===== src/rtl/pipe_ctrl_if.sv =====
// rtl/pipe_ctrl_if.sv - pipeline control bundle: hazard inputs and per-latch enable/flush
interface pipe_ctrl_if;
    logic       ihit;
    logic       dhit;
    logic       dmem_req;
    logic       ex_load;
    logic [4:0] ex_rt;
    logic [4:0] id_rs;
    logic [4:0] id_rt;
    logic       id_uses_rt;
    logic       redirect;
    logic       mem_halt;

    logic       pc_en;
    logic       ifid_en;
    logic       idex_en;
    logic       exmem_en;
    logic       memwb_en;
    logic       ifid_flush;
    logic       idex_flush;
    logic       exmem_flush;
    logic       memwb_flush;

    // Controller side: consumes hazard information, drives latch controls.
    modport master (
        input  ihit, dhit, dmem_req, ex_load, ex_rt, id_rs, id_rt,
               id_uses_rt, redirect, mem_halt,
        output pc_en, ifid_en, idex_en, exmem_en, memwb_en,
               ifid_flush, idex_flush, exmem_flush, memwb_flush
    );

    // Pipeline side: reports hazards, obeys latch controls.
    modport slave (
        output ihit, dhit, dmem_req, ex_load, ex_rt, id_rs, id_rt,
               id_uses_rt, redirect, mem_halt,
        input  pc_en, ifid_en, idex_en, exmem_en, memwb_en,
               ifid_flush, idex_flush, exmem_flush, memwb_flush
    );
endinterface


===== src/rtl/pipe_ctrl.sv =====
// rtl/pipe_ctrl.sv - five-stage pipeline stall/flush controller with halt drain and event counters
module pipe_ctrl #(
    parameter int CNT_W        = 16,
    parameter int DRAIN_CYCLES = 1
) (
    input  logic             CLK,
    input  logic             nRST,
    pipe_ctrl_if.master      pif,
    output logic             halted,
    output logic [CNT_W-1:0] stall_cnt,
    output logic [CNT_W-1:0] flush_cnt
);

    typedef enum logic [1:0] {
        RUN    = 2'd0,
        DRAIN  = 2'd1,
        HALTED = 2'd2
    } state_t;

    localparam logic [3:0]       DRAIN_LAST = 4'(DRAIN_CYCLES - 1);
    localparam logic [CNT_W-1:0] CNT_ONE    = CNT_W'(1);
    localparam logic [CNT_W-1:0] CNT_MAX    = '1;

    state_t     state_q, state_d;
    logic [3:0] drain_q, drain_d;

    logic dstall;
    logic load_use;
    logic stall_inc;
    logic flush_inc;

    logic pc_en, ifid_en, idex_en, exmem_en, memwb_en;
    logic ifid_flush, idex_flush, exmem_flush, memwb_flush;

    assign dstall   = pif.dmem_req & ~pif.dhit;
    assign load_use = pif.ex_load & (pif.ex_rt != 5'd0) &
                      ((pif.ex_rt == pif.id_rs) |
                       (pif.id_uses_rt & (pif.ex_rt == pif.id_rt)));

    // State, drain counter and halted flag; halted follows the next state so it rises with HALTED.
    always_ff @(posedge CLK or negedge nRST) begin
        if (!nRST) begin
            state_q <= RUN;
            drain_q <= 4'd0;
            halted  <= 1'b0;
        end else begin
            state_q <= state_d;
            drain_q <= drain_d;
            halted  <= (state_d == HALTED);
        end
    end

    // Next state and latch controls; everything is held at zero while reset is asserted.
    always_comb begin
        state_d     = state_q;
        drain_d     = drain_q;
        pc_en       = 1'b0;
        ifid_en     = 1'b0;
        idex_en     = 1'b0;
        exmem_en    = 1'b0;
        memwb_en    = 1'b0;
        ifid_flush  = 1'b0;
        idex_flush  = 1'b0;
        exmem_flush = 1'b0;
        memwb_flush = 1'b0;
        stall_inc   = 1'b0;
        flush_inc   = 1'b0;
        if (nRST) begin
            unique case (state_q)
                RUN: begin
                    if (pif.mem_halt) begin
                        // Let the halt itself retire into WB, freeze everything upstream.
                        memwb_en = 1'b1;
                        state_d  = DRAIN;
                        drain_d  = 4'd0;
                    end else if (dstall) begin
                        // EX/MEM holds the access; WB receives a bubble. A pending
                        // redirect stays asserted because EX is frozen.
                        memwb_en    = 1'b1;
                        memwb_flush = 1'b1;
                        stall_inc   = 1'b1;
                    end else if (pif.redirect) begin
                        // Squash the two younger instructions; an outstanding
                        // fetch or load-use is irrelevant once they are gone.
                        pc_en      = 1'b1;
                        ifid_flush = 1'b1;
                        idex_flush = 1'b1;
                        exmem_en   = 1'b1;
                        memwb_en   = 1'b1;
                        flush_inc  = 1'b1;
                    end else if (load_use) begin
                        idex_flush = 1'b1;
                        exmem_en   = 1'b1;
                        memwb_en   = 1'b1;
                        stall_inc  = 1'b1;
                    end else if (!pif.ihit) begin
                        ifid_flush = 1'b1;
                        idex_en    = 1'b1;
                        exmem_en   = 1'b1;
                        memwb_en   = 1'b1;
                        stall_inc  = 1'b1;
                    end else begin
                        pc_en    = 1'b1;
                        ifid_en  = 1'b1;
                        idex_en  = 1'b1;
                        exmem_en = 1'b1;
                        memwb_en = 1'b1;
                    end
                end
                DRAIN: begin
                    memwb_en = (drain_q == 4'd0);
                    if (drain_q == DRAIN_LAST) begin
                        state_d = HALTED;
                    end else begin
                        drain_d = drain_q + 4'd1;
                    end
                end
                HALTED: begin
                    state_d = HALTED;
                end
                default: begin
                    state_d = RUN;
                end
            endcase
        end
    end

    assign pif.pc_en       = pc_en;
    assign pif.ifid_en     = ifid_en;
    assign pif.idex_en     = idex_en;
    assign pif.exmem_en    = exmem_en;
    assign pif.memwb_en    = memwb_en;
    assign pif.ifid_flush  = ifid_flush;
    assign pif.idex_flush  = idex_flush;
    assign pif.exmem_flush = exmem_flush;
    assign pif.memwb_flush = memwb_flush;

    // Saturating stall and redirect counters; increments only ever come from RUN.
    always_ff @(posedge CLK or negedge nRST) begin
        if (!nRST) begin
            stall_cnt <= '0;
            flush_cnt <= '0;
        end else begin
            if (stall_inc && (stall_cnt != CNT_MAX)) begin
                stall_cnt <= stall_cnt + CNT_ONE;
            end
            if (flush_inc && (flush_cnt != CNT_MAX)) begin
                flush_cnt <= flush_cnt + CNT_ONE;
            end
        end
    end

endmodule


===== src/flat_wrapper.sv =====
// flat-port wrapper written by rule: the top's interface ports become plain ports
module pipe_ctrl_flat 
#(
    parameter int CNT_W        = 16,
    parameter int DRAIN_CYCLES = 1
)
  (CLK, nRST, halted, stall_cnt, flush_cnt, pif_ihit, pif_dhit, pif_dmem_req, pif_ex_load, pif_ex_rt, pif_id_rs, pif_id_rt, pif_id_uses_rt, pif_redirect, pif_mem_halt, pif_pc_en, pif_ifid_en, pif_idex_en, pif_exmem_en, pif_memwb_en, pif_ifid_flush, pif_idex_flush, pif_exmem_flush, pif_memwb_flush);
  pipe_ctrl_if pif_i ();
  input  logic CLK;
  input  logic nRST;
  output logic halted;
  output logic [CNT_W-1:0] stall_cnt;
  output logic [CNT_W-1:0] flush_cnt;
  input wire logic [$bits(pif_i.ihit)-1:0] pif_ihit;
  input wire logic [$bits(pif_i.dhit)-1:0] pif_dhit;
  input wire logic [$bits(pif_i.dmem_req)-1:0] pif_dmem_req;
  input wire logic [$bits(pif_i.ex_load)-1:0] pif_ex_load;
  input wire logic [$bits(pif_i.ex_rt)-1:0] pif_ex_rt;
  input wire logic [$bits(pif_i.id_rs)-1:0] pif_id_rs;
  input wire logic [$bits(pif_i.id_rt)-1:0] pif_id_rt;
  input wire logic [$bits(pif_i.id_uses_rt)-1:0] pif_id_uses_rt;
  input wire logic [$bits(pif_i.redirect)-1:0] pif_redirect;
  input wire logic [$bits(pif_i.mem_halt)-1:0] pif_mem_halt;
  output wire logic [$bits(pif_i.pc_en)-1:0] pif_pc_en;
  output wire logic [$bits(pif_i.ifid_en)-1:0] pif_ifid_en;
  output wire logic [$bits(pif_i.idex_en)-1:0] pif_idex_en;
  output wire logic [$bits(pif_i.exmem_en)-1:0] pif_exmem_en;
  output wire logic [$bits(pif_i.memwb_en)-1:0] pif_memwb_en;
  output wire logic [$bits(pif_i.ifid_flush)-1:0] pif_ifid_flush;
  output wire logic [$bits(pif_i.idex_flush)-1:0] pif_idex_flush;
  output wire logic [$bits(pif_i.exmem_flush)-1:0] pif_exmem_flush;
  output wire logic [$bits(pif_i.memwb_flush)-1:0] pif_memwb_flush;
  assign pif_i.ihit = pif_ihit;
  assign pif_i.dhit = pif_dhit;
  assign pif_i.dmem_req = pif_dmem_req;
  assign pif_i.ex_load = pif_ex_load;
  assign pif_i.ex_rt = pif_ex_rt;
  assign pif_i.id_rs = pif_id_rs;
  assign pif_i.id_rt = pif_id_rt;
  assign pif_i.id_uses_rt = pif_id_uses_rt;
  assign pif_i.redirect = pif_redirect;
  assign pif_i.mem_halt = pif_mem_halt;
  assign pif_pc_en = pif_i.pc_en;
  assign pif_ifid_en = pif_i.ifid_en;
  assign pif_idex_en = pif_i.idex_en;
  assign pif_exmem_en = pif_i.exmem_en;
  assign pif_memwb_en = pif_i.memwb_en;
  assign pif_ifid_flush = pif_i.ifid_flush;
  assign pif_idex_flush = pif_i.idex_flush;
  assign pif_exmem_flush = pif_i.exmem_flush;
  assign pif_memwb_flush = pif_i.memwb_flush;
  pipe_ctrl #(.CNT_W(CNT_W), .DRAIN_CYCLES(DRAIN_CYCLES)) u_core (.CLK(CLK), .nRST(nRST), .pif(pif_i), .halted(halted), .stall_cnt(stall_cnt), .flush_cnt(flush_cnt));
endmodule

===== config.mk =====
export PLATFORM = sky130hd
export DESIGN_NAME = pipe_ctrl_flat
export DESIGN_NICKNAME = d
export VERILOG_FILES = /design/src/rtl/pipe_ctrl_if.sv /design/src/rtl/pipe_ctrl.sv /design/src/flat_wrapper.sv
export SDC_FILE = /design/constraint.sdc
export NUM_CORES = 1
export LEC_CHECK = 0
export CORE_MARGIN = 2
export CORE_UTILIZATION = 50
export CTS_CLUSTER_DIAMETER = 200
export DETAILED_ROUTE_END_ITERATION = 8
export PLACE_DENSITY = 0.89
export SYNTH_ARGS = -nofsm -noshare
export SYNTH_HDL_FRONTEND = slang
export SYNTH_SLANG_ARGS = --single-unit

===== constraint.sdc =====
create_clock -name CLK -period 3.7 [get_ports CLK]
set_input_delay 0.74 -clock CLK [delete_from_list [all_inputs] [get_ports CLK]]
set_output_delay 0.74 -clock CLK [all_outputs]
set_load 0.05 [all_outputs]

After elaboration in Yosys (flattened, before gate mapping)
Index checks and enable logic that the tools add are counted.

Register bits: 39. Input port bits: 24.

Reduce and logical (&&, ||, !) cells: 7. Equal/unequal tests: 9. Muxes and demuxes: 59. $add $sub $neg: 3. Bitwise gates (word level): 6.

Operator list (number): $mux 1 (51); $add 16x1->16 const B (2); $ne 16x16->1 const B (2); $eq 5x5->1 (2); $mux 4 (2); $pmux 4 s2 (1); $mux 2 (3); $pmux 2 s3 (1); $reduce_bool 5->1 (1); $add 4x1->4 const B (1); $and 1x1->1 (4); $eq 2x2->1 const B (2); $logic_not 4->1 (1); $ne 2x2->1 const B (2); $reduce_and 4->1 (1); $eq 2x1->1 const B (1); $logic_and 1x1->1 (2); $logic_not 2->1 (1); $pmux 1 s2 (1); $reduce_bool 2->1 (1); $not 1->1 (1); $or 1x1->1 (1).

Longest topological paths before layout
Gate-level depths: netlist of the first run.

Word-level depth: 11. Mapped depth: 7. Mapped depth without buffers: 7.

Least setup slack after synthesis of the first run
Ideal clock, no wire load.

Kind: in2out. Start point: input pif_ex_rt[0]. End point: output pif_ifid_en. Required time: 2.960 ns. Cell stages on the path: 5. Data arrival time: 3.246 ns. Path buffers: 0. Setup slack: -0.286 ns. Cells stage by stage: or4_1 o21ai_0 nor2_1 nor3_1 and2_1.

Word-level cells in the longest chain between the ends: 10. Elaborated cells between the ends (all ways): 13. Classes of those cells: eq/ne (2); mux (6); bitwise (4); reduce/logical (1).

RTL lines: start: declaration (RTL line flat_wrapper.sv:18) `input wire logic [$bits(pif_i.ex_rt)-1:0] pif_ex_rt;`; $eq 5x5->1 (RTL line pipe_ctrl.sv:38) `(pif.id_uses_rt & (pif.ex_rt == pif.id_rt)));`; $and 1x1->1 (RTL line pipe_ctrl.sv:38); $or 1x1->1 (RTL line pipe_ctrl.sv:37) `((pif.ex_rt == pif.id_rs) |`; $and 1x1->1 * (RTL line pipe_ctrl.sv:36) `assign load_use = pif.ex_load & (pif.ex_rt != 5'd0) &`; $mux 1 * (RTL line pipe_ctrl.sv:91) `end else if (load_use) begin`; $mux 1 * (RTL line pipe_ctrl.sv:82) `end else if (pif.redirect) begin`; $mux 1 * (RTL line pipe_ctrl.sv:76) `end else if (dstall) begin`; $mux 1 * (RTL line pipe_ctrl.sv:71) `if (pif.mem_halt) begin`; $mux 1 * (RTL line pipe_ctrl.sv:69) `unique case (state_q)`; $mux 1 * (RTL line pipe_ctrl.sv:68) `if (nRST) begin`; end: declaration (RTL line flat_wrapper.sv:25) `output wire logic [$bits(pif_i.ifid_en)-1:0] pif_ifid_en;`.

Every way passes the cells marked *; elsewhere a longest branch is shown, timed or not.

Worst setup path after layout of the first run
Same ends and word-level chain as after synthesis.

==> qor.csv, run 1 <==
metric;value;unit
p_int;0.000789;W
cts_root_buf;clkbuf_8;
cp-end-kind;primary output;
place_ws;0.174;ns
antenna_found_initial;0;
dp_hpwl;3670;um
start_util;0.530;
cpLargestDelayFamily;simple AND/OR/NAND/NOR gates;
clock_path_buffers;2;
grt_overflow_total;0;
drt-total-wl;4740;um
synth.cell_area;0.00217;mm2
area_growth;37.0;%
leakage;1.30;nW
power_frac_comb;0.367;
setup.worst_path.start_class;primary input;
outcome;completed;
async_reset_ff_frac;1.00;
diodes;0;
period_needed;3.42;ns
min_period_over_period;0.925;
synth.distinct_cells;42;
worstRegToRegCells;6;
core;0.00409;mm2
syn_nets;241;
highest-signal-layer;met4;
clkSlewWorstSetupHoldPaths;0.06;ns
num_rows;23;
ys_warn_count;0;
gp_congestion;0.820;
final_cell_area;0.00297;mm2
tns;0;ns
crit_chain;clkdlybuf4s50_1 > or4_1 > o21ai_1 > nor2_1 > nor3_2 > and2_1 > buf_12;
placed_area;0.00289;mm2
grt_usage;0.203;
post-route-worst-setup-slack;0.276;ns
die_w;69.8;um
hold_slack;0.327;ns
cts_inserted_buffers;5;
reg2reg_to;u_core.stall_cnt[14]$_DFFE_PN0P_;
route.layer.met1.wl;2080;um
power_density;434;mW/mm2
finish.utilization;0.726;
port_buffers;64;
grt_max_degree;34;
synth_edf_count;0;
final_nets;308;
drtAntennaViolNets;0;
cp_slowest_stage_delay;0.55;ns
swShare;0.386;
synthFlopType;dfrtp_1;
arrival;2.68;ns
wl_per_cell;14.3;um
die_area;0.00487;mm2
drv_slew;0;
layout_common_cells;56 x clkdlybuf4s50_1, 39 x dfrtp_1, 22 x xnor2_1;
p_clk_frac;0.211;
post_cts_resized;0;
power.switching;0.000497;W
synth_largest_area_cell;dfrtp_1;
synth_area_leaders;dfrtp_1 45%, xnor2_1 8.9%, xor2_1 6.5%, nand3_1 3.7%, nand4_1 3.5%;
worst_pin_slew;0.505;ns
cts_tree;done;
drive_above_1_share;0.103;
path_buf_inv;2;
clock-sinks;39;
met2WireLength;2380;um
min_path_type;in2async;
clock_skew;0.0108;ns
ir_drop;502;uV
io_pins;66;
vias;1796;
share_seq_of_total_power;0.421;
yosysSeqAreaShare;0.451;
die_height;69.8;um
cap_violations;0;
grt_pass1_vias;1724;
crit_type;in2out;
met3_wirelength;206;um
htreeDepth;2;
dr.pass1.iters;4;
max-slew-margin-rel;0.662;
synth-seq-cells;39;
cts_hold_buf;0;
syn_inst;213;
rrSetupSlack;1.39;ns
synth_top_cell_area_share;0.451;
via_per_inst;5.43;
syn_area_per_cell;10.2;um2
drt_iter0_markers;123;
fill_cells;307;
clock_latency;0.29;ns
rsz0062_at_grt;false;
mostFrequentLayoutCell;clkdlybuf4s50_1;
max_freq;292;MHz
rr_startpoint;u_core.state_q[1]$_DFF_PN0_;
drc;0;
slowest_stage;or4_1;
worst-path-max-fanout;3;
final_hold_viol_count;0;
required;2.96;ns
setup_viol;0;
grt_pass1_wl;7870;um
cts_setup_buffers;0;
per-layer routing:
| layer | global-route usage | up-vias |
|---|---|---|
| met5 | 0 | - |
| met4 | 0.0855 | 0 |
| met3 | 0.0451 | 9 |
| met2 | 0.347 | 46 |
| met1 | 0.245 | 856 |
| li1 | - | 885 |
worst max-delay path by stage:
stage                 startpoint           to  cells after the start
global placement    pif_ex_rt[0]  pif_ifid_en                      7
detailed placement  pif_ex_rt[0]  pif_ifid_en                      7
finish              pif_ex_rt[0]  pif_ifid_en                      7
CTS                 pif_ex_rt[0]  pif_ifid_en                      7
global route        pif_ex_rt[0]  pif_ifid_en                      7
floorplan           pif_ex_rt[0]  pif_ifid_en                      5
sequential cells by signal, indices dropped and copies added, names as in the netlist:
| register | cells |
|---|---|
| u_core.drain_q | 4 |
| u_core.flush_cnt | 16 |
| u_core.halted | 1 |
| u_core.stall_cnt | 16 |
| u_core.state_q | 2 |
metrics by stage:
stage,power (W),std cells
global placement,0.00101,323
detailed placement,0.00102,323
global route,0.00136,331
floorplan,0.000847,213
CTS,0.00130,331
finish,0.00129,331
cells in the mapped netlist, types with 2 or more instances:
library cell,number
and2_1,5
dfrtp_1,39
mux2_2,3
and4_1,4
nand2_1,17
inv_1,6
a22o_1,4
and3_1,8
nor2_1,14
buf_4,2
ha_1,4
xnor2_1,22
a21oi_1,2
or3_1,2
o21ai_0,8
nor3_1,5
buf_2,2
nand4_1,12
xor2_1,16
nand3_1,16
layout make-up:
cell class / count / area, um2 / area share
inverter: 6 / 22.5 / 0.00759
sequential: 39 / 976 / 0.329
multi-input combinational: 163 / 1140 / 0.383
timing repair buffer: 65 / 688 / 0.232
tap: 50 / 62.6 / 0.0211
clock inverter: 1 / 5.00 / 0.00169
clock buffer: 7 / 76.3 / 0.0257
logic make-up (layout without fill, tap and decap cells):
logic type | after synthesis | count (layout) | share of synthesized area
and+or+nand+nor | 95 | 95 | 0.250
AOI/OAI and AO/OA | 21 | 21 | 0.0728
adders and majority gates | 4 | 4 | 0.0231
muxes | 4 | 4 | 0.0208
other | 1 | 1 | 0.00173
DFF | 39 | 39 | 0.451
xor gates and xnor gates | 38 | 38 | 0.154
buffers and inverters | 11 | 79 | 0.0271
power groups by stage:
stage / Combinational [W] / Sequential, W / Clock [W]
after floorplan: 0.000177 / 0.000670 / 0
after global placement: 0.000466 / 0.000549 / 0
after detailed placement: 0.000474 / 0.000549 / 0
after CTS: 0.000476 / 0.000542 / 0.000282
after global routing: 0.000499 / 0.000552 / 0.000305
final: 0.000473 / 0.000542 / 0.000272
(Power assumes the default switching activity.)
==> inputs of run 2 (changes only) <==
--- a/config.mk
+++ b/config.mk
@@ -5,6 +5,7 @@
 export SDC_FILE = /design/constraint.sdc
 export NUM_CORES = 1
 export LEC_CHECK = 0
+export ABC_CLOCK_PERIOD_IN_PS = 3700
 export CORE_MARGIN = 2
 export CORE_UTILIZATION = 50
 export CTS_CLUSTER_DIAMETER = 200
==> results of run 2 <==
No change in the layout: final DEF, timing and power equal those of run 1.
==> inputs of run 3 (changes only) <==
--- a/config.mk
+++ b/config.mk
@@ -6,7 +6,6 @@
 export NUM_CORES = 1
 export LEC_CHECK = 0
 export ABC_CLOCK_PERIOD_IN_PS = 3700
-export CORE_MARGIN = 2
 export CORE_UTILIZATION = 50
 export CTS_CLUSTER_DIAMETER = 200
 export DETAILED_ROUTE_END_ITERATION = 8
==> qor.csv, run 3 (synthesis results as in run 1) <==
metric;value;unit
p_clk_frac;0.213;
die_area;0.00460;mm2
outcome;completed;
rsz0062_at_grt;false;
period_needed;3.48;ns
clock_skew;0.00916;ns
reg2reg_to;u_core.stall_cnt[1]$_DFFE_PN0P_;
power_density;432;mW/mm2
die_height;67.8;um
swShare;0.386;
rrSetupSlack;1.42;ns
antenna_found_initial;0;
leakage;1.31;nW
multi_input_area;0.00114;mm2
clock_path_buffers;2;
grt_max_degree;43;
cts_inserted_buffers;5;
core;0.00409;mm2
reg.largest.list;u_core.flush_cnt: 16 flops, u_core.stall_cnt: 16 flops, u_core.drain_q: 4 flops;
vias;1799;
area_growth;37.3;%
arrival;2.74;ns
cts_setup_buffers;0;
wl_per_cell;14.0;um
drive_above_1_share;0.106;
cts_tree;done;
worst_pin_slew;0.531;ns
fill_cells;311;
cts_hold_buf;0;
rr_startpoint;u_core.stall_cnt[2]$_DFFE_PN0P_;
start_util;0.530;
power.switching;0.000496;W
worst-path-max-fanout;3;
grt_pass1_vias;1702;
mostFrequentLayoutCell;clkdlybuf4s50_1;
cap_violations;0;
post_cts_resized;0;
drtAntennaViolNets;0;
io_pins;66;
holdPathStages;1;
hold_path_end;u_core.stall_cnt[7]$_DFFE_PN0P_;
setup_viol;0;
ir_drop;552;uV
grt_overflow_total;0;
max-slew-margin-rel;0.642;
cts_root_buf;clkbuf_8;
drt-total-wl;4640;um
num_rows;23;
tns;0;ns
p_int;0.000790;W
regArea;976;um2
grt_usage;0.225;
drv_slew;0;
gp_congestion;0.815;
die_w;67.8;um
setup.worst_path.start_class;primary input;
worstRegToRegCells;6;
hold_slack;0.502;ns
power_frac_comb;0.365;
min_period_over_period;0.941;
drt_iter0_markers;184;
max_freq;287;MHz
grt_pass1_wl;7670;um
drc;0;
layout_common_cells;56 x clkdlybuf4s50_1, 39 x dfrtp_1, 22 x xnor2_1;
via_per_inst;5.42;
port_buffers;64;
min_path_type;reg2reg;
clock_latency;0.29;ns
final_nets;309;
crit_type;in2out;
cp-end-kind;primary output;
htreeDepth;2;
clock-sinks;39;
hold_path_startpoint;u_core.stall_cnt[7]$_DFFE_PN0P_;
dp_hpwl;3570;um
clkSlewWorstSetupHoldPaths;0.08;ns
required;2.96;ns
final_hold_viol_count;0;
dr.pass1.iters;4;
share_seq_of_total_power;0.422;
diodes;0;
==> run 3: cell count changes in the layout (fill, tap and decap cells not counted), sizes merged <==
cell,previous run,this run
buf,9,10
==> run 3: how the worst max path moves through the flow <==
stage / to / startpoint
2_1_floorplan: pif_ifid_en / pif_ex_rt[0]
3_3_place_gp: pif_ifid_flush / pif_ex_rt[0]
3_5_place_dp: pif_ifid_flush / pif_ex_rt[0]
4_1_cts: pif_ifid_flush / pif_ex_rt[0]
5_1_grt: pif_ifid_flush / pif_ex_rt[0]
6_report: pif_ifid_flush / pif_ex_rt[0]
==> run 3: final cells by class <==
| cell class | instances | share of cell area |
|---|---|---|
| Clock buffer | 7 | 0.0257 |
| Clock inverter | 1 | 0.00168 |
| Inverter | 6 | 0.00757 |
| Multi-Input combinational cell | 163 | 0.382 |
| Sequential cell | 39 | 0.328 |
| Tap cell | 50 | 0.0210 |
| Timing Repair Buffer | 66 | 0.234 |
==> run 3: stage by stage <==
stage | instances | utilization | worst slack (ns) | area (um2) | power [W]
4_1_cts | 332 | 0.728 | 0.204 | 2970 | 0.00130
3_5_place_dp | 324 | 0.708 | 0.216 | 2890 | 0.00102
5_1_grt | 332 | 0.728 | 0.0879 | 2970 | 0.00135
6_report | 332 | 0.728 | 0.218 | 2970 | 0.00129
2_1_floorplan | 213 | - | 0.184 | 2170 | 0.000847
3_3_place_gp | 324 | 0.708 | 0.263 | 2890 | 0.00101
==> run 3: critical path: stages <==
cell and delay (ns):
clkdlybuf4s50_1 0.47, or4_1 0.53, o21ai_0 0.30, nor2_1 0.14, o21a_1 0.19, nor2_1 0.18, buf_12 0.17
==> run 3: per-layer routing <==
layer  track usage  share of wire  vias to the layer above
met5             0              0                        -
met2         0.363           0.49                       51
li1              -              -                      882
met4         0.104          0.024                        0
met1         0.283           0.44                      852
met3        0.0567          0.047                       14
==> run 3: power by group through the flow <==
| stage | clock, W | sequential (W) | combinational, W |
|---|---|---|---|
| floorplan | 0 | 0.000670 | 0.000177 |
| global placement | 0 | 0.000548 | 0.000466 |
| global route | 0.000298 | 0.000553 | 0.000499 |
| finish | 0.000274 | 0.000543 | 0.000470 |
| detailed placement | 0 | 0.000550 | 0.000472 |
| CTS | 0.000279 | 0.000543 | 0.000473 |
==> edit: new RTL, flow settings as in run 2 <==
`CNT_W` is set to 16 in 2 places; all go to 32.
--- a/src/rtl/pipe_ctrl.sv
+++ b/src/rtl/pipe_ctrl.sv
@@ -2,3 +2,3 @@
 module pipe_ctrl #(
-    parameter int CNT_W        = 16,
+    parameter int CNT_W        = 32,
     parameter int DRAIN_CYCLES = 1
--- a/src/flat_wrapper.sv
+++ b/src/flat_wrapper.sv
@@ -3,3 +3,3 @@
 #(
-    parameter int CNT_W        = 16,
+    parameter int CNT_W        = 32,
     parameter int DRAIN_CYCLES = 1
Ports: changed (resized flush_cnt and stall_cnt); port bits go from 66 to 98. The function was not compared with the original's and may differ.
==> edit against run 2 <==
  * Combinational power is 14% higher
  * Power is 68% higher
  * Design area is 71% higher
  * Routed wire length is 87% higher
  * Worst setup slack worse by 0.046 ns
  * Count of clock-buffer cells in the layout is 3 higher
  * Sequential power is 70% higher
  * Maximum frequency is 1.3% lower
  * Sequential cell count is 32 higher
  * Cell count is 73% higher
  * Via count is 74% higher
  * Area after synthesis is 73% higher
  * Highest routed layer unchanged
==> edit: results (changes against run 2) <==
Status: complete, no violations
Reg2reg setup slack: 1.33 ns (-0.06 ns)
H-tree depth: 3 (+1)
Initial DRC count: 191 (+55%)
Routed len/inst: 15.5 um (+8.4%)
Cell variety after synth: 40 (-4.8%)
Largest net degree at the start of global routing: 75 (+120%)
Clock latency on the worst-skew pair: 0.35 ns (+0.06 ns)
IO Port Bufs: 96 (+50%)
Final Wtd Congestion: 0.815 (-0.52%)
CTS Buf Count: 9 (+4)
Yosys warns: 0 (unchanged)
Final wirelength: 8870 um (+87%)
Total GRT Usage: 0.224 (+0.0212)
Area post-placement: 4860 sq um (+69%)
Top flop regs: u_core.flush_cnt (32), u_core.stall_cnt (32), u_core.drain_q (4)
Worst min-delay path category: reg -> reg
Leak: 2.34 nW (+79%)
Synth top cells by count: dfrtp_1, xor2_1, nor2_1
DRT met1 WL: 3770 um (+81%)
Clock skew: 0.00739 ns (-0.00343 ns)
Final #Nets: 496 (+61%)
Relative max-transition margin: 0.403 (-0.259)
Vias in the first global route: 3150 (+83%)
Setup Buffers After CTS: 0 (unchanged)
Hold EP: u_core.stall_cnt[28]$_DFFE_PN0P_
Post-DP HPWL: 6270 um (+71%)
Layout cells sized above 1: 0.104 (+0.000611)
Register area share after synthesis: 0.474 (+0.0230)
WHS: 0.503 ns (+0.176 ns)
FF-to-FF End: u_core.stall_cnt[1]$_DFFE_PN0P_
First-pass GRT wire length: 14900 um (+89%)
Critical Path AT: 2.73 ns (+0.05 ns)
Pre-CTS WS: 0.208 ns (+0.0337 ns)
Dpl cells: 556 (+72%)
Synth top area cells: dfrtp_1, xor2_1, nand3_1
Met3 wire len: 515 um (+150%)
Cell count after synthesis: 365 (+71%)
Met2 wire len: 4510 um (+89%)
VDD IR-drop max: 597 uV (+19%)
DR vias/cell: 5.48 (+1.0%)
-- edit: cell types whose count changed in the layout (fill, tap and decap cells not counted), moves of 5 or more --
cell / delta
nand2_1: +9
nor2_1: +15
clkdlybuf4s50_1: +32
nor4_2: +5
xor2_1: +44
nor3_1: +19
clkbuf_8: +5
nor4b_2: +5
xnor2_1: -11
dfrtp_1: +32
nand3_1: +8
nor3b_1: +7
-- edit: routing by layer --
layer,vias to the layer above,track usage
met3,7,0.0518
li1,1477,-
met2,110,0.380
met4,0,0.0769
met5,-,0
met1,1536,0.282
-- edit: critical path: stages --
cell             delay, ns
clkdlybuf4s50_1       0.46
or4_1                 0.54
o21ai_0               0.26
nor2_1                0.12
nor3_2                0.22
and2_1                0.23
buf_12                0.15
-- edit: cells by family after synthesis --
kind of cell	synth area share
adders and majority gates	0.0133
other	0.00100
muxes	0.0120
AOI/OAI and AO/OA	0.0410
buffers and inverters	0.0250
xor gates and xnor gates	0.166
and+or+nand+nor	0.268
DFF	0.474
-- edit: worst max-delay path by stage --
stage | cells past startpoint | end | start | slack (ns)
2_1_floorplan | 5 | pif_ifid_en | pif_ex_rt[0] | 0.20
3_3_place_gp | 7 | pif_ifid_en | pif_ex_rt[0] | 0.26
3_5_place_dp | 7 | pif_ifid_en | pif_ex_rt[0] | 0.21
4_1_cts | 7 | pif_ifid_en | pif_ex_rt[0] | 0.21
5_1_grt | 7 | pif_ifid_en | pif_ex_rt[0] | 0.01
6_report | 7 | pif_ifid_en | pif_ex_rt[0] | 0.23
-- edit: power by group --
group          leakage [nW]  switching, mW  internal [mW]
clock                 0.112          0.296          0.395
sequential            0.952         0.0856          0.838
combinational          1.27          0.343          0.197
total                  2.34          0.725           1.43
-- edit: final cells by class --
cell class,instances,area [sq um]
Fill cell,553,2170
Sequential cell,71,1780
Multi-Input combinational cell,275,1890
Timing Repair Buffer,101,1040
Clock buffer,10,138
Tap cell,99,124
Clock inverter,5,82.6
Inverter,10,37.5
